<file path="config.mk">
export PLATFORM = sky130hd
export DESIGN_NAME = mem_access_unit
export DESIGN_NICKNAME = d
export VERILOG_FILES = /design/src/rtl/mem_access_unit.sv
export SDC_FILE = /design/constraint.sdc
export NUM_CORES = 1
export LEC_CHECK = 0
export BUFFER_PORTS_ARGS = -buffer_cell sky130_fd_sc_hd__buf_2
export CORE_ASPECT_RATIO = 1.75
export CORE_UTILIZATION = 53
export DETAILED_ROUTE_END_ITERATION = 8
export GPL_TIMING_DRIVEN = 0
export PLACE_DENSITY = 0.86
export REMOVE_ABC_BUFFERS = 1
export SKIP_CTS_REPAIR_TIMING = 1
export SYNTH_ARGS = -nofsm -noshare
export SYNTH_HDL_FRONTEND = slang
export SYNTH_SLANG_ARGS = --single-unit
</file>
<file path="constraint.sdc">
create_clock -name i_clk -period 3.4 [get_ports i_clk]
set_input_delay 0.51 -clock i_clk [delete_from_list [all_inputs] [get_ports i_clk]]
set_output_delay 0.51 -clock i_clk [all_outputs]
set_load 0.02 [all_outputs]
</file>
<file path="src/rtl/mem_access_unit.sv">
// -----------------------------------------------------------------------------
// mem_access_unit
//
// Memory-stage access unit for a 5-stage RV32I pipeline. It takes the EX/MEM
// register outputs (load/store control, effective address, store data) and
// runs one data-memory bus transaction at a time. It places store data and
// byte enables on the correct lanes, extracts and extends load data, and
// stalls the upstream pipeline until the access completes.
//
// Optional build macro:
//   MEM_TIMEOUT_EN - adds a response watchdog. After TIMEOUT_CYCLES cycles in
//                    REQ/WAIT without completion the access is aborted and
//                    o_bus_err pulses for one cycle. Without the macro the
//                    unit waits for the bus indefinitely and o_bus_err is 0.
//
// Ports:
//   i_clk, i_rst_n         clock, asynchronous active-low reset
//   i_valid, i_trap        live instruction / already trapped (suppress)
//   i_mem_read/write       load / store (both set => store)
//   i_funct3               [1:0] size (byte/half/word), [2] unsigned load
//   i_addr, i_store_data   effective address, rs2 value
//   o_dmem_*               request, write enable, word address, data, mask
//   i_dmem_ready           bus accepts the request
//   i_dmem_rvalid/rdata    read response
//   o_stall                hold IF..EX/MEM
//   o_done                 one-cycle completion pulse
//   o_load_data            extended load result (held until the next load)
//   o_misaligned           one-cycle misaligned-access pulse
//   o_bus_err              one-cycle timeout pulse
// -----------------------------------------------------------------------------
module mem_access_unit #(
    parameter int TIMEOUT_CYCLES = 255
) (
    input  logic        i_clk,
    input  logic        i_rst_n,
    input  logic        i_valid,
    input  logic        i_trap,
    input  logic        i_mem_read,
    input  logic        i_mem_write,
    input  logic [2:0]  i_funct3,
    input  logic [31:0] i_addr,
    input  logic [31:0] i_store_data,
    output logic        o_dmem_req,
    output logic        o_dmem_we,
    output logic [31:0] o_dmem_addr,
    output logic [31:0] o_dmem_wdata,
    output logic [3:0]  o_dmem_mask,
    input  logic        i_dmem_ready,
    input  logic        i_dmem_rvalid,
    input  logic [31:0] i_dmem_rdata,
    output logic        o_stall,
    output logic        o_done,
    output logic [31:0] o_load_data,
    output logic        o_misaligned,
    output logic        o_bus_err
);

    typedef enum logic [1:0] {
        S_IDLE = 2'd0,
        S_REQ  = 2'd1,
        S_WAIT = 2'd2,
        S_DONE = 2'd3
    } state_e;

    state_e      state_q, state_d;
    logic [31:0] addr_q;
    logic [31:0] wdata_q;
    logic [3:0]  mask_q;
    logic        we_q;
    logic [2:0]  funct3_q;
    logic [31:0] load_data_q;
    logic        misaligned_q;

    logic        access;
    logic        misaligned;
    logic        start_ok;
    logic        latch;
    logic        capture;
    logic        timeout_hit;
    logic        err_block;
    logic [1:0]  st_off;
    logic [31:0] st_wdata;
    logic [3:0]  st_mask;
    logic [7:0]  ld_byte;
    logic [15:0] ld_half;
    logic [31:0] ld_ext;

    // ------------------------------------------------------------------
    // Request decode and alignment check on the live EX/MEM inputs
    // ------------------------------------------------------------------
    assign st_off     = i_addr[1:0];
    assign access     = i_valid & ~i_trap & (i_mem_read | i_mem_write);
    // Size 2'b11 is not a legal RV32I size; it is treated like a word.
    assign misaligned = ((i_funct3[1:0] == 2'b01) & st_off[0]) |
                        (i_funct3[1] & (st_off != 2'b00));
    // While a timeout pulse is out, the faulting instruction is still
    // presented upstream; it must not be restarted.
    assign start_ok   = access & ~misaligned & ~err_block;

    // Store lane placement: replicate the datum across the word so the
    // byte enables alone pick the destination lanes.
    always_comb begin
        st_wdata = i_store_data;
        st_mask  = 4'b1111;
        case (i_funct3[1:0])
            2'b00: begin
                st_wdata = {4{i_store_data[7:0]}};
                st_mask  = 4'b0001 << st_off;
            end
            2'b01: begin
                st_wdata = {2{i_store_data[15:0]}};
                st_mask  = st_off[1] ? 4'b1100 : 4'b0011;
            end
            default: begin
                st_wdata = i_store_data;
                st_mask  = 4'b1111;
            end
        endcase
    end

    // Load extraction uses the latched address/funct3, not the live inputs.
    always_comb begin
        ld_byte = i_dmem_rdata[7:0];
        case (addr_q[1:0])
            2'b00:   ld_byte = i_dmem_rdata[7:0];
            2'b01:   ld_byte = i_dmem_rdata[15:8];
            2'b10:   ld_byte = i_dmem_rdata[23:16];
            default: ld_byte = i_dmem_rdata[31:24];
        endcase
        ld_half = addr_q[1] ? i_dmem_rdata[31:16] : i_dmem_rdata[15:0];
        case (funct3_q[1:0])
            2'b00:   ld_ext = {{24{~funct3_q[2] & ld_byte[7]}}, ld_byte};
            2'b01:   ld_ext = {{16{~funct3_q[2] & ld_half[15]}}, ld_half};
            default: ld_ext = i_dmem_rdata;
        endcase
    end

    // ------------------------------------------------------------------
    // Transaction FSM (next state and outputs)
    // ------------------------------------------------------------------
    always_comb begin
        state_d    = state_q;
        o_stall    = 1'b0;
        o_dmem_req = 1'b0;
        o_done     = 1'b0;
        latch      = 1'b0;
        capture    = 1'b0;
        case (state_q)
            S_IDLE: begin
                if (start_ok) begin
                    latch   = 1'b1;
                    o_stall = 1'b1;
                    state_d = S_REQ;
                end
            end
            S_REQ: begin
                o_dmem_req = 1'b1;
                o_stall    = 1'b1;
                if (i_dmem_ready) begin
                    state_d = we_q ? S_DONE : S_WAIT;
                end else if (timeout_hit) begin
                    state_d = S_IDLE;
                end
            end
            S_WAIT: begin
                o_stall = 1'b1;
                if (i_dmem_rvalid) begin
                    capture = 1'b1;
                    state_d = S_DONE;
                end else if (timeout_hit) begin
                    state_d = S_IDLE;
                end
            end
            S_DONE: begin
                o_done  = 1'b1;
                state_d = S_IDLE;
            end
            default: state_d = S_IDLE;
        endcase
    end

    always_ff @(posedge i_clk or negedge i_rst_n) begin
        if (!i_rst_n) begin
            state_q      <= S_IDLE;
            addr_q       <= '0;
            wdata_q      <= '0;
            mask_q       <= '0;
            we_q         <= 1'b0;
            funct3_q     <= '0;
            load_data_q  <= '0;
            misaligned_q <= 1'b0;
        end else begin
            state_q <= state_d;
            if (latch) begin
                addr_q   <= i_addr;
                wdata_q  <= st_wdata;
                mask_q   <= st_mask;
                we_q     <= i_mem_write;
                funct3_q <= i_funct3;
            end
            if (capture) begin
                load_data_q <= ld_ext;
            end
            // Only IDLE looks at the inputs; in every other state the
            // pipeline is stalled or already advancing past this entry.
            misaligned_q <= (state_q == S_IDLE) & access & misaligned & ~err_block;
        end
    end

`ifdef MEM_TIMEOUT_EN
    // ------------------------------------------------------------------
    // Response watchdog
    // ------------------------------------------------------------------
    localparam int CW = ($clog2(TIMEOUT_CYCLES + 1) > 8) ? $clog2(TIMEOUT_CYCLES + 1) : 8;

    logic [CW-1:0] cnt_q, cnt_d;
    logic          bus_err_q, bus_err_d;

    // cnt_q counts completed REQ/WAIT cycles; the abort edge is the one on
    // which the count reaches TIMEOUT_CYCLES.
    assign timeout_hit = (cnt_q == CW'(TIMEOUT_CYCLES - 1));
    assign err_block   = bus_err_q;
    assign o_bus_err   = bus_err_q;

    always_comb begin
        cnt_d = cnt_q;
        if (latch) begin
            cnt_d = '0;
        end else if ((state_q == S_REQ) || (state_q == S_WAIT)) begin
            cnt_d = cnt_q + 1'b1;
        end
        // A completion arriving in the final cycle wins over the abort.
        bus_err_d = timeout_hit &
                    (((state_q == S_REQ)  & ~i_dmem_ready) |
                     ((state_q == S_WAIT) & ~i_dmem_rvalid));
    end

    always_ff @(posedge i_clk or negedge i_rst_n) begin
        if (!i_rst_n) begin
            cnt_q     <= '0;
            bus_err_q <= 1'b0;
        end else begin
            cnt_q     <= cnt_d;
            bus_err_q <= bus_err_d;
        end
    end
`else
    logic unused_timeout_cfg;

    assign timeout_hit        = 1'b0;
    assign err_block          = 1'b0;
    assign o_bus_err          = 1'b0;
    assign unused_timeout_cfg = (TIMEOUT_CYCLES > 0);
`endif

    // ------------------------------------------------------------------
    // Bus and result outputs (latched copies, stable for the whole access)
    // ------------------------------------------------------------------
    assign o_dmem_we    = o_dmem_req & we_q;
    assign o_dmem_addr  = {addr_q[31:2], 2'b00};
    assign o_dmem_wdata = wdata_q;
    assign o_dmem_mask  = mask_q;
    assign o_load_data  = load_data_q;
    assign o_misaligned = misaligned_q;

endmodule

</file>
==> results of run 1 <==
[power groups by stage]
stage                     sequential, mW  combinational [mW]  clock, mW
after floorplan                     2.95                1.09          0
after global placement              2.28                2.67          0
after detailed placement            2.32                2.77          0
after CTS                           2.31                2.78       1.11
after global routing                2.38                2.98       1.17
final                               2.31                2.76       1.09
[metrics by stage]
stage	hold WS, ns	utilization
floorplan	0.2144	-
global placement	0.4586	0.6249
detailed placement	0.4670	0.6309
CTS	0.1210	0.6633
global route	0.1434	0.6633
finish	0.1154	0.6633
[state kept, by name, indices dropped and copies added (netlist names)]
register	cells
o_dmem_mask	4
o_load_data	32
state_q	2
addr_q	32
o_dmem_wdata	32
we_q	1
o_misaligned	1
funct3_q	3
[placed cells by master (no fill, tap or decap), drive strengths merged, types with 2 or more instances in the layout]
cell / synthesis / layout
a22oi: 9 / 9
ha: 5 / 5
dfrtp: 107 / 107
a21oi: 29 / 29
clkbuf: 22 / 9
buf: 41 / 212
mux2i: 32 / 32
nor2: 29 / 29
or2: 2 / 2
a21o: 2 / 2
o21a: 2 / 2
o211ai: 2 / 2
inv: 7 / 11
mux2: 43 / 43
a22o: 8 / 8
nand2b: 2 / 2
nand2: 53 / 53
nor2b: 2 / 2
nand3: 17 / 17
clkinv: 1 / 3
o221ai: 6 / 6
and2: 3 / 3
o21ai: 47 / 47
or4b: 2 / 2
conb: 1 / 3
[Yosys cell counts, drive strengths merged]
cell and n:
dfrtp 107, nand2 53, o21ai 47, mux2 43, buf 41, mux2i 32
a21oi 29, nor2 29, clkbuf 22, nand3 17, a22oi 9, a22o 8
inv 7, o221ai 6, ha 5, and2 3, a21o 2, nand2b 2
nor2b 2, o211ai 2, o21a 2, or2 2, or4b 2, a2111o 1
a2111oi 1, a211o 1, a221oi 1, a32oi 1, clkinv 1, conb 1
mux4 1, nand3b 1, nor3 1, nor3b 1, nor4 1, o311ai 1
o31ai 1, o41ai 1, or3 1, xor2 1
[final cells by class]
type / count / area [um2] / area share
sequential: 107 / 2678 / 0.4123
tap: 125 / 156.4 / 0.02408
multi-input combinational: 313 / 2208 / 0.3401
clock buffer: 9 / 225.2 / 0.03468
timing repair buffer: 212 / 1104 / 0.1699
inverter: 8 / 30.03 / 0.004624
clock inverter: 7 / 92.59 / 0.01426
[kinds of logic after synthesis]
kind of cell,synth area share
simple gates,0.09462
compound gates,0.1295
flops,0.5050
mux,0.1765
buf+inv,0.08023
fa+ha+maj,0.01180
other cells,0.0007072
xor+xnor,0.001652
[worst reg2reg max path: stages, from the launching register on]
cell,delay [ns]
dfrtp_1,0.41
inv_1,0.16
ha_1,0.21
nand2_1,0.57
a2111oi_0,0.66
o21ai_1,0.26
buf_4,0.25
o21ai_0,0.09
[layer usage]
metal	track usage	vias up	routed length, um
li1	-	2005	-
met1	0.2772	2079	4946
met2	0.4828	187	7358
met3	0.04558	41	615
met4	0.1268	0	439
met5	0	-	0
[worst paths after layout]
kind / endpoint / startpoint / slack [ns]
min reg2reg: o_dmem_wdata[20] / o_dmem_wdata[20] / 0.48
max: o_stall / i_funct3[1] / 0.20
min in group i_clk: addr_q[23] / i_addr[23] / 0.39
min: o_load_data[14] / i_rst_n / 0.12
max reg2reg: o_load_data[26] / state_q[0] / 0.70
max in group asynchronous: o_dmem_wdata[20] / i_rst_n / 2.56
==> impl_metrics.json, run 1 <==
{
  "status": "complete, no violations",
  "port_buffers": 209,
  "p_leak_nw": 3.407,
  "drcViolationCount": 0,
  "path_clk_slew_ns": 0.07,
  "clkPwrFrac": 0.177,
  "drtIter0Drc": 231,
  "netlist_instances": 489,
  "routedWlPerCell_um": 17.10,
  "path_cells": "buf_2, a21o_1, a2111o_2, buf_12, a21oi_1, buf_2",
  "nNetsFinal": 763,
  "start_util": 0.5417,
  "worstSetupEndpointType": "primary output",
  "cts_buffers": 9,
  "slowest_delay_ns": 0.86,
  "startpoint_type": "input pin",
  "htreeDepth": 3,
  "skew_ns": 0.01228,
  "ys_types": 43,
  "power.density_nw_per_um2": 949.6,
  "clk_root_buffer_cell": "clkbuf_16",
  "drt.antenna.violating_nets": 0,
  "grt_max_degree": 76,
  "relSlewSlack": 0.2164,
  "crit_arrival_ns": 2.69,
  "dieHeight_um": 134.3,
  "grt_pass1_vias": 4469,
  "fmax_mhz": 312.8,
  "fin_ws_ns": 0.2029,
  "ys_seq_elements": 107,
  "path_buf_inv": 3,
  "clk_latency_ns": 0.34,
  "fin_setup_tns_ns": 0,
  "syn2layout_area_growth_pct": 22.46,
  "place_congestion": 0.8936,
  "hold_viol": 0,
  "gr-total-overflow": 0,
  "maxSlewViolCount": 0,
  "synth_top_area_share": 0.5050,
  "synth_top_area_cell": "dfrtp_1",
  "place_area_um2": 6176,
  "pre_cts_slack_ns": 0.1842,
  "cts_tree": "done",
  "required_ns": 2.89,
  "fin_area_um2": 6494,
  "grt_antenna_before_repair": 0,
  "drt-total-wl_mm": 13.36,
  "groute.usage.overall": 0.2596,
  "core_region_area_um2": 9789,
  "rsz0062_at_grt": "no",
  "drive_above_1_share": 0.4192,
  "crit_top_cell": "buf_2",
  "p_total_mw": 6.167,
  "switching_share": 0.4205,
  "peakVddDrop_v": 0.0005578,
  "r2r_cells": 7,
  "cts.sinks": 107,
  "cap_violations": 0,
  "dp_hpwl_mm": 9.932,
  "clock_path_buffers": 2,
  "period_minus_slack_ns": 3.197,
  "p_comb_frac": 0.448,
  "worstPathMaxFanout": 56,
  "worstMarginPinSlew_ns": 1.171,
  "synth.cell_area_um2": 5303,
  "fill_cells": 780,
  "avgSynthCellArea_um2": 10.84,
  "fp-row-count": 48,
  "io_pins": 213,
  "dp_cells": 765,
  "num_vias": 4312,
  "p_seq_frac": 0.375,
  "die_x_um": 77.61,
  "intPower_mw": 3.574,
  "crit_family": "compound AO/OA/AOI/OAI gates",
  "slowest_stage": "a2111o_2",
  "antenna-diode-count": 0,
  "cp_num_cells": 6,
  "crit_type": "in2out",
  "switching_power_mw": 2.593,
  "dr.pass1.iters": 5,
  "die-area_um2": 10420,
  "min_period_over_period": 0.9403,
  "grt_pass1_wl_mm": 21.13,
  "ys_seq_area_frac": 0.5050,
  "vias_per_cell": 5.521,
  "yosysWarnings": 0,
  "setup_viol": 0,
  "netlist_top_cells_area": "dfrtp_1 50%, mux2_4 8.2%, mux2i_1 6.0%",
  "layout.cells.non_filler": 781,
  "hold_class": "in2async"
}
(Power assumes the default switching activity.)
==> run 2: changes to the inputs <==
--- a/config.mk
+++ b/config.mk
@@ -6,13 +6,16 @@
 export NUM_CORES = 1
 export LEC_CHECK = 0
 export BUFFER_PORTS_ARGS = -buffer_cell sky130_fd_sc_hd__buf_2
-export CORE_ASPECT_RATIO = 1.75
-export CORE_UTILIZATION = 53
+export CELL_PAD_IN_SITES_DETAIL_PLACEMENT = 1
+export CELL_PAD_IN_SITES_GLOBAL_PLACEMENT = 1
+export CORE_ASPECT_RATIO = 0.5
+export CORE_UTILIZATION = 39
 export DETAILED_ROUTE_END_ITERATION = 8
 export GPL_TIMING_DRIVEN = 0
-export PLACE_DENSITY = 0.86
+export PLACE_DENSITY_LB_ADDON = 0.1
 export REMOVE_ABC_BUFFERS = 1
 export SKIP_CTS_REPAIR_TIMING = 1
 export SYNTH_ARGS = -nofsm -noshare
 export SYNTH_HDL_FRONTEND = slang
 export SYNTH_SLANG_ARGS = --single-unit
+export TNS_END_PERCENT = 100
==> run 2 against run 1 <==
Against the previous run:
- sequential share of layout area shrank 0.71 points
- design area up 1.8%
- clock power is 9% higher
- clock skew down 0.0049 ns
- hold slack improved by 0.28 ns
- non-clock buffer count grew 2
- sequential cell count did not move
- power is 1.5% higher
- critical path depth increased by 1
==> impl_metrics.json, run 2 (same netlist as run 1, synthesis figures left out) <==
{
  "setup_viol": 0,
  "rsz0062_at_grt": "no",
  "start_util": 0.4093,
  "grt_pass1_wl_mm": 23.27,
  "worstPathMaxFanout": 31,
  "p_seq_frac": 0.368,
  "fin_ws_ns": 0.6863,
  "p_comb_frac": 0.441,
  "fp-row-count": 29,
  "peakVddDrop_v": 0.0003383,
  "fin_setup_tns_ns": 0,
  "hold_class": "in2reg",
  "switching_share": 0.4074,
  "clock_path_buffers": 2,
  "fmax_mhz": 368.5,
  "power.density_nw_per_um2": 947.0,
  "grtUsageMet1": 0.2629,
  "hold_viol": 0,
  "layout.cells.non_filler": 828,
  "groute.usage.overall": 0.2074,
  "clk_latency_ns": 0.34,
  "cts_buffers": 9,
  "cts_tree": "done",
  "drcViolationCount": 0,
  "skew_ns": 0.007378,
  "layout_common_cells": "208 x buf_2, 107 x dfrtp_1, 53 x nand2_1",
  "crit_arrival_ns": 2.97,
  "maxSlewViolCount": 0,
  "die_x_um": 166.9,
  "dieHeight_um": 84.45,
  "switching_power_mw": 2.549,
  "drt-total-wl_mm": 14.18,
  "final_common_cell": "buf_2",
  "worstSetupEndpointType": "flop",
  "cap_violations": 0,
  "die-area_um2": 14090,
  "place_congestion": 0.7870,
  "grt_antenna_before_repair": 0,
  "drt.antenna.violating_nets": 0,
  "drtIter0Drc": 185,
  "busiest_layer": "met2",
  "clk_root_buffer_cell": "clkbuf_16",
  "num_vias": 4212,
  "dp_cells": 811,
  "relSlewSlack": 0.2625,
  "syn2layout_area_growth_pct": 24.61,
  "holdWs_ns": 0.3942,
  "io_pins": 213,
  "cts.sinks": 107,
  "p_leak_nw": 3.434,
  "port_buffers": 209,
  "min_period_over_period": 0.7981,
  "startpoint_type": "flop",
  "status": "complete, no violations",
  "grt_max_degree": 92,
  "vias_per_cell": 5.087,
  "path_clk_slew_ns": 0.07,
  "routedWlPerCell_um": 17.12,
  "dp_hpwl_mm": 10.25,
  "worstMarginPinSlew_ns": 1.102,
  "period_minus_slack_ns": 2.714,
  "use_met3": 0.06365,
  "fin_area_um2": 6608,
  "drive_above_1_share": 0.4179,
  "place_area_um2": 6256,
  "clkPwrFrac": 0.191,
  "pre_cts_slack_ns": 0.7143,
  "core_region_area_um2": 12950,
  "grt_pass1_vias": 4471,
  "dr.pass1.iters": 4,
  "gr-total-overflow": 0,
  "htreeDepth": 3,
  "crit_type": "reg2reg",
  "nNetsFinal": 765,
  "grt_use_met2": 0.3549,
  "required_ns": 3.66,
  "intPower_mw": 3.708,
  "antenna-diode-count": 0
}
[run 2: worst paths after layout]
kind	startpoint	endpoint	slack, ns	cells past startpoint
max in group asynchronous	i_rst_n	we_q	2.11	3
worst min register to register	o_dmem_wdata[30]	o_dmem_wdata[30]	0.47	2
min in group asynchronous	i_rst_n	o_load_data[27]	0.58	2
worst min-delay path	i_addr[15]	addr_q[15]	0.39	2
worst max-delay path	state_q[0]	o_load_data[25]	0.69	7
worst max register to register	state_q[0]	o_load_data[25]	0.69	7
[run 2: stage by stage]
step | power [mW] | util
after global routing | 6.656 | 0.5101
final | 6.257 | 0.5101
after floorplan | 4.043 | -
after detailed placement | 5.111 | 0.4830
after global placement | 5.013 | 0.4766
after CTS | 6.328 | 0.5093
[run 2: area by class of cell]
type,count,area (um2)
Inverter,8,30.03
Timing Repair Buffer,214,1137
Tap cell,170,212.7
Clock buffer,10,229.0
Fill cell,1503,6346
Clock inverter,6,112.6
Multi-Input combinational cell,313,2208
Sequential cell,107,2678
[run 2: layer usage]
metal	share of wire	vias up
met4	0.0055	0
met5	0	-
met2	0.48	123
met3	0.072	9
met1	0.44	2081
li1	-	1999
[run 2: power groups by stage]
stage,Sequential [mW],Combinational [mW],Clock [mW]
global placement,2.29,2.72,0
finish,2.30,2.76,1.19
CTS,2.31,2.80,1.22
global route,2.39,2.99,1.27
floorplan,2.95,1.09,0
detailed placement,2.32,2.79,0
[run 2: critical path, cell delays in order, from the launching register on]
cell and delay, ns:
dfrtp_1 0.41, inv_1 0.16, ha_1 0.21, nand2_1 0.57, a2111oi_0 0.57, o21ai_1 0.35
buf_4 0.29, o21ai_0 0.08
==> run 3: changes to the inputs <==
--- a/config.mk
+++ b/config.mk
@@ -9,7 +9,7 @@
 export CELL_PAD_IN_SITES_DETAIL_PLACEMENT = 1
 export CELL_PAD_IN_SITES_GLOBAL_PLACEMENT = 1
 export CORE_ASPECT_RATIO = 0.5
-export CORE_UTILIZATION = 39
+export CORE_UTILIZATION = 33
 export DETAILED_ROUTE_END_ITERATION = 8
 export GPL_TIMING_DRIVEN = 0
 export PLACE_DENSITY_LB_ADDON = 0.1
==> constraint.sdc (replaced) <==
create_clock -name i_clk -period 2.3 [get_ports i_clk]
set_input_delay 0.345 -clock i_clk [delete_from_list [all_inputs] [get_ports i_clk]]
set_output_delay 0.345 -clock i_clk [all_outputs]
set_load 0.02 [all_outputs]
==> run 3 against run 2 <==
Against the previous run:
- the run now ends with setup timing left
- power increased by 53%
- via count grew 1.2%
- first-iteration DRC count up 21%
- hold slack worse by 0.18 ns
- final cell count rose by 5.4%
- sequential share of layout area fell by 1.3 points
- critical path type is now reg2out
==> impl_metrics.json, run 3 (same netlist as run 1, synthesis figures left out) <==
{
  "core_region_area_um2": 15530,
  "antenna-diode-count": 0,
  "hold_class": "in2reg",
  "critical_path.startpoint": "state_q[0]",
  "port_buffers": 209,
  "io_pins": 213,
  "nNetsFinal": 776,
  "grt_pass1_vias": 4394,
  "rsz0062_at_grt": "yes",
  "power.density_nw_per_um2": 1401,
  "min_period_over_period": 1.006,
  "clk_latency_ns": 0.35,
  "p_total_mw": 9.578,
  "min_to": "addr_q[19]",
  "p_leak_nw": 3.507,
  "syn2layout_area_growth_pct": 28.93,
  "fp-row-count": 32,
  "cts_buffers": 9,
  "worstPathMaxFanout": 5,
  "regToRegEndpoint": "addr_q[15]",
  "start_util": 0.3413,
  "num_vias": 4263,
  "drcViolationCount": 0,
  "peakVddDrop_v": 0.0005485,
  "groute.usage.overall": 0.1772,
  "dieHeight_um": 91.64,
  "setup_viol": 1,
  "layout_common_cells": "207 x buf_2, 106 x dfrtp_1, 52 x nand2_1",
  "hold_start": "i_addr[19]",
  "grt_max_degree": 87,
  "cts_tree": "done",
  "place_congestion": 0.7863,
  "dp_hpwl_mm": 10.28,
  "cap_violations": 0,
  "hold_viol": 0,
  "dr.pass1.iters": 4,
  "worstMarginPinSlew_ns": 1.164,
  "period_minus_slack_ns": 2.313,
  "fill_cells": 1786,
  "drtIter0Drc": 223,
  "crit_type": "reg2out",
  "relSlewSlack": 0.2212,
  "pre_cts_slack_ns": -0.4922,
  "path_clk_slew_ns": 0.08,
  "die_x_um": 181.3,
  "gr-total-overflow": 0,
  "startpoint_type": "flop",
  "drive_above_1_share": 0.4454,
  "routedWlPerCell_um": 17.10,
  "vias_per_cell": 4.883,
  "reg2reg_from": "state_q[0]",
  "fin_ws_ns": -0.01311,
  "drt.antenna.violating_nets": 0,
  "crit_arrival_ns": 1.97,
  "regArea_um2": 2679,
  "drt-total-wl_mm": 14.92,
  "skew_ns": 0.008426,
  "violations": "setup timing",
  "ff2ff_setup_slack_ns": 0.18,
  "fmax_mhz": 432.3,
  "multiInputGateArea_um2": 2273,
  "clk_root_buffer_cell": "clkbuf_16",
  "hold_depth": 2,
  "maxSlewViolCount": 0,
  "cts.sinks": 107,
  "r2r_cells": 7,
  "grt_pass1_wl_mm": 23.29,
  "grt_antenna_before_repair": 0,
  "fin_util": 0.4401,
  "worstSetupEndpointType": "primary output",
  "place_area_um2": 6299,
  "die-area_um2": 16610,
  "fin_area_um2": 6837,
  "status": "finished with violations",
  "final_common_cell": "buf_2",
  "htreeDepth": 3,
  "required_ns": 1.96,
  "clock_path_buffers": 2
}
==> run 3: worst max-delay path by stage <==
stage | end | slack [ns]
after floorplan | o_stall | -1.25
after global placement | o_stall | -2.42
after detailed placement | o_load_data[27] | -0.49
after CTS | o_stall | -0.53
after global routing | o_stall | -0.08
final | o_stall | -0.01
==> run 3: final cells by class <==
class	count	area share
timing repair buffer	224	0.1803
tap	204	0.03734
sequential	107	0.3918
multi-input combinational	314	0.3325
clock inverter	7	0.02031
clock buffer	9	0.03294
inverter	8	0.004758
==> run 3: per-stage QoR <==
stage | std cells | hold WS (ns) | TNS (ns)
2_1_floorplan | 428 | 0.04941 | -58.59
3_3_place_gp | 841 | 0.4578 | -224.54
3_5_place_dp | 845 | 0.2138 | -13.43
4_1_cts | 861 | -0.1698 | -7.987
5_1_grt | 873 | 0.2024 | -0.08092
6_report | 873 | 0.2154 | -0.01311
==> run 3: critical path, stage by stage (launching register included) <==
cell      delay (ns)
dfrtp_1         0.42
inv_2           0.12
ha_4            0.16
inv_4           0.03
a2111o_2        0.49
buf_12          0.15
a21oi_2         0.10
buf_4           0.15
==> run 3: power breakdown <==
part           total (mW)  internal, mW  leakage, nW  switching (mW)
Sequential           3.41          2.77         1.30           0.639
Combinational        4.25          1.76         2.03            2.49
Clock                1.91          1.18        0.180           0.737
==> run 3: routing by layer <==
layer,up-vias,part of all wire,global-route usage
met5,-,0,0
met4,0,0.0092,0.03390
met3,11,0.053,0.05481
met2,115,0.48,0.3032
met1,2104,0.45,0.2218
li1,2033,-,-
